### src/rtl/rf_multiport.sv
// rf_multiport -- parametrised multi-port integer register file with optional
// write-to-read bypass and a per-register busy scoreboard.
//
// Ports:
//   clk         rising-edge clock
//   rst         asynchronous reset, active low (0 = reset asserted)
//   RegWrite    per-write-port enable                 [NUM_WR]
//   WriteReg    write addresses, port k at [k*AW +: AW]
//   WriteData   write data, port k at [k*XLEN +: XLEN]
//   ReadReg     read addresses, port i at [i*AW +: AW]
//   ReadData    combinational read data, port i at [i*XLEN +: XLEN]
//   ReadBusy    combinational busy status per read port (after bypass)
//   SetBusy     issue strobe marking SetBusyReg as pending
//   SetBusyReg  destination register of the issuing instruction
//   BusyVec     raw registered busy bits, one per register
module rf_multiport #(
    parameter int XLEN     = 32,
    parameter int NREG     = 32,
    parameter int NUM_RD   = 2,
    parameter int NUM_WR   = 1,
    parameter int BYPASS   = 1,
    parameter int ZERO_REG = 1,
    localparam int AW      = $clog2(NREG)
) (
    input  logic                   clk,
    input  logic                   rst,
    input  logic [NUM_WR-1:0]      RegWrite,
    input  logic [NUM_WR*AW-1:0]   WriteReg,
    input  logic [NUM_WR*XLEN-1:0] WriteData,
    input  logic [NUM_RD*AW-1:0]   ReadReg,
    output logic [NUM_RD*XLEN-1:0] ReadData,
    output logic [NUM_RD-1:0]      ReadBusy,
    input  logic                   SetBusy,
    input  logic [AW-1:0]          SetBusyReg,
    output logic [NREG-1:0]        BusyVec
);

    // Addresses at or above NREG exist only when NREG is not a power of two.
    function automatic logic addr_in_range(input logic [AW-1:0] a);
        return int'(a) < NREG;
    endfunction

    // A register that can be written or marked busy: in range and not the
    // hardwired zero register.
    function automatic logic addr_writable(input logic [AW-1:0] a);
        return addr_in_range(a) && !((ZERO_REG != 0) && (a == '0));
    endfunction

    logic [XLEN-1:0] regs_q [NREG];
    logic [XLEN-1:0] regs_d [NREG];
    logic [NREG-1:0] busy_q;
    logic [NREG-1:0] busy_d;

    logic [AW-1:0]     wr_addr [NUM_WR];
    logic [XLEN-1:0]   wr_data [NUM_WR];
    logic [NUM_WR-1:0] wr_commit;

    logic [AW-1:0]     rd_addr;
    logic [XLEN-1:0]   rd_val;
    logic              rd_busy;

    // Write-port decode. Gating with rst keeps a write strobe during reset
    // from reaching the bypass path as well as the storage.
    always_comb begin
        for (int k = 0; k < NUM_WR; k++) begin
            wr_addr[k]   = WriteReg[k*AW +: AW];
            wr_data[k]   = WriteData[k*XLEN +: XLEN];
            wr_commit[k] = RegWrite[k] && rst && addr_writable(wr_addr[k]);
        end
    end

    // Next state. Ports are applied in ascending order so the highest-index
    // port wins an address conflict; SetBusy is applied last so a new
    // producer keeps the register busy even when an older one commits.
    always_comb begin
        regs_d = regs_q;
        busy_d = busy_q;
        for (int k = 0; k < NUM_WR; k++) begin
            if (wr_commit[k]) begin
                regs_d[wr_addr[k]] = wr_data[k];
                busy_d[wr_addr[k]] = 1'b0;
            end
        end
        if (SetBusy && addr_writable(SetBusyReg)) begin
            busy_d[SetBusyReg] = 1'b1;
        end
    end

    // Combinational read ports. The zero register never holds anything but
    // 0 and is never a commit target, so it needs no special case here.
    always_comb begin
        ReadData = '0;
        ReadBusy = '0;
        rd_addr  = '0;
        rd_val   = '0;
        rd_busy  = 1'b0;
        for (int i = 0; i < NUM_RD; i++) begin
            rd_addr = ReadReg[i*AW +: AW];
            rd_val  = '0;
            rd_busy = 1'b0;
            if (addr_in_range(rd_addr)) begin
                rd_val  = regs_q[rd_addr];
                rd_busy = busy_q[rd_addr];
            end
            if (BYPASS != 0) begin
                // Ascending scan: the last match is the highest-index port.
                for (int k = 0; k < NUM_WR; k++) begin
                    if (wr_commit[k] && (wr_addr[k] == rd_addr)) begin
                        rd_val  = wr_data[k];
                        rd_busy = 1'b0;
                    end
                end
            end
            ReadData[i*XLEN +: XLEN] = rd_val;
            ReadBusy[i]              = rd_busy;
        end
    end

    always_ff @(posedge clk or negedge rst) begin
        if (!rst) begin
            for (int r = 0; r < NREG; r++) begin
                regs_q[r] <= '0;
            end
            busy_q <= '0;
        end else begin
            regs_q <= regs_d;
            busy_q <= busy_d;
        end
    end

    assign BusyVec = busy_q;

endmodule

### config.mk
export PLATFORM = sky130hd
export DESIGN_NAME = rf_multiport
export DESIGN_NICKNAME = d
export VERILOG_FILES = /design/src/rtl/rf_multiport.sv
export SDC_FILE = /design/constraint.sdc
export NUM_CORES = 2
export LEC_CHECK = 0
export CORE_ASPECT_RATIO = 1.5
export CORE_MARGIN = 2
export CORE_UTILIZATION = 53
export CTS_BUF_LIST = sky130_fd_sc_hd__clkbuf_8
export DETAILED_ROUTE_END_ITERATION = 12
export PLACE_DENSITY = 0.81
export SYNTH_ARGS = -nofsm -noshare
export SYNTH_HDL_FRONTEND = slang
export SYNTH_SLANG_ARGS = --single-unit
### constraint.sdc
create_clock -name clk -period 4.1 [get_ports clk]
set_clock_uncertainty 0.2 [all_clocks]
set_input_delay 1.025 -clock clk [delete_from_list [all_inputs] [get_ports clk]]
set_output_delay 1.025 -clock clk [all_outputs]
set_load 0.05 [all_outputs]
==> flow_summary.toml <==
[power_and_ir_drop]
seq_power_share = 0.447
leakagePower_nw = 32.8
switchingPower_mw = 9.13
p_total_mw = 29.1
ir_drop_v = 0.000326
clkPwrFrac = 0.312
switching_share = 0.314
intPower_mw = 19.9
comb_power_share = 0.242
power_density_mw_per_mm2 = 401

[clock_tree]
clk_path_buf_depth = 3
cts_root_buffer = "clkbuf_8"
h-tree-depth = 4
clock_sinks = 1056
cts_tree = "built"
clk_pin_slew_ns = 0.06
insertion_delay_ns = 0.87
numCtsBuffers = 165

[die]
placementRows = 147
initial_core_util = 0.534
dieArea_mm2 = 0.110
fp.dieH_um = 406
die_w_um = 272
design.core.area_mm2 = 0.107
io_pins = 154

[grt]
track_usage = 0.386
grt-ovfl-total = 0
antenna_found_initial = 12
grt_max_degree = 186
grt_pass1_vias = 46042
grt_pass1_wl_um = 308000

[cells_and_area]
area_growth_pct = 26.7
final_nets = 4696
final_core_util = 0.676
drive_above_1_share = 0.539

[synthesis]
synth-seq-area-share = 0.463
syn_nets = 4208
synth_edf_count = 0
synthesis.instances = 4152
synth_cell_types = 65
syn_area_per_cell_um2 = 13.8
synth_ff_type = "dfrtp_1"
yosysWarningCount = 0
synth_seq_cells = 1056
syn_area_mm2 = 0.0571
synthArstFlopShare = 1.00

[critical_path]
worst-setup-path-type = "in2out"
cp_max_fo = 7
startpoint = "ReadReg[6]"
crit_arrival_ns = 3.18
worstPathRequired_ns = 2.87
end_kind = "output pin"
startpoint_type = "input port"
reg2reg_from = "regs_q[230]"

[place]
pre_cts_slack_ns = -0.830
gp_congestion = 0.979
io_buffers = 153
dp_hpwl_um = 133000

[status]
run_status = "complete, but fails checks"
violations = "negative setup slack"

[drt]
num_vias = 45123
post_drt_wl_per_cell_um = 36.0
drt-initial-drc-count = 6204
routed_wl_um = 222000
drc = 0
dr.pass1.iters = 6
drtAntennaViolNets = 0
vias_per_cell = 7.30

[hold_path]
hold_class = "reg2reg"
hold_path.startpoint = "regs_q[994]"

[timing]
relSlewSlack = 0.193
drv_slew = 0
finalCritPeriodShare = 1.08
max_freq_ghz = 0.227
worst_pin_slew_ns = 1.21
fin_ws_ns = -0.309
final.setup.tns_ns = -8.08
finalSetupViolations = 65
hold_viol_final = 0
rsz0062_at_grt = "true"
period_needed_ns = 4.41

[job]
maxCapViolations = 0
-- cell type report --
| cell class | count | area (um2) |
|---|---|---|
| timing repair buffer | 787 | 10200 |
| multi-input combinational | 2608 | 30700 |
| tap | 1415 | 1770 |
| fill | 6802 | 34700 |
| clock buffer | 209 | 2880 |
| inverter | 22 | 82.6 |
| clock inverter | 75 | 382 |
| sequential | 1056 | 26400 |
| antenna | 7 | 17.5 |
-- registers in the layout, summed over array words and instances, names as in the netlist --
| name | count |
|---|---|
| BusyVec | 32 |
| regs_q | 1024 |
-- path summary, 6_finish.rpt --
check | slack (ns) | end | depth (start not counted)
max in group asynchronous | 0.85 | regs_q[799] | 5
hold reg to reg | 0.20 | regs_q[994] | 0
setup reg to reg | 2.99 | regs_q[230] | 1
hold / removal | 0.20 | regs_q[994] | 0
min in group asynchronous | 0.55 | regs_q[106] | 3
setup / recovery | -0.31 | ReadData[51] | 10
-- timing repair --
action                     4_1_cts  5_1_grt
resized for setup              415      250
pin swaps                      144      181
setup endpoints to repair       66       66
hold endpoints to repair        22        0
hold buffers                     1        0
cloned                          24       16
buffers inserted                86       54
-- stage by stage --
step	hold WS [ns]	cells	cell area [um2]
after detailed placement	0.187	5745	64200
after CTS	0.200	6129	70700
after global routing	0.213	6175	72400
after global placement	0.180	5745	64200
after floorplan	0.242	4152	57400
final	0.203	6179	72400
-- cell usage after synthesis, types with 25 or more instances --
library cell,count,area [um2]
a221oi_1,31,272
a22o_1,52,455
a22oi_1,171,1280
buf_2,170,851
buf_4,67,503
clkbuf_1,202,758
dfrtp_1,1056,26400
mux2_1,61,687
mux2_2,951,10700
mux2i_1,460,4600
mux4_2,286,6440
nand2_1,65,244
nand4_1,25,156
nor2_1,66,248
nor2b_1,26,163
nor3_1,29,145
nor4_1,28,175
o211ai_1,55,413
o22ai_1,43,269
-- placed cells by master (no fill, tap or decap), types with 35 or more instances in the layout --
cell type	synthesis	routed
inv_1	22	70
nor2_4	3	45
o211ai_1	55	55
buf_12	2	201
nand2_1	65	35
mux4_2	286	287
a22oi_2	0	49
a22oi_1	171	122
dfrtp_1	1056	1056
buf_4	67	348
buf_6	15	81
mux2_1	61	61
clkbuf_8	0	209
clkdlybuf4s50_1	0	70
mux2i_1	460	425
mux2_2	951	950
o22ai_1	43	41
-- critical path, stage by stage --
cell	delay [ns]
buf_16	0.12
buf_12	0.15
buf_16	0.16
buf_6	0.14
mux2i_1	0.26
a22o_1	0.28
a221oi_2	0.24
nand4_1	0.24
o31ai_4	0.36
buf_12	0.18
-- cells by family after synthesis --
group	synth area share
AO/OA/AOI/OAI	0.0637
XOR/XNOR	0.00153
buffers and inverters	0.0428
flip-flops	0.463
multiplexers	0.394
AND/OR/NAND/NOR	0.0357
-- power groups by stage --
stage          Sequential (mW)  Clock [mW]  Combinational [mW]
2_1_floorplan             12.9           0                3.70
5_1_grt                   13.1        9.49                7.26
3_5_place_dp              13.0           0                6.18
3_3_place_gp              12.9           0                6.05
4_1_cts                   12.8        8.98                6.60
6_report                  13.0        9.05                7.03
-- routing by layer --
| metal | up-vias | global-route usage | wire length, um |
|---|---|---|---|
| li1 | 16953 | - | - |
| met1 | 22858 | 0.436 | 71000 |
| met2 | 3815 | 0.596 | 99600 |
| met3 | 1485 | 0.119 | 26900 |
| met4 | 12 | 0.336 | 24600 |
| met5 | - | 0 | 234 |
No activity file was read; power rests on OpenSTA's default activity.
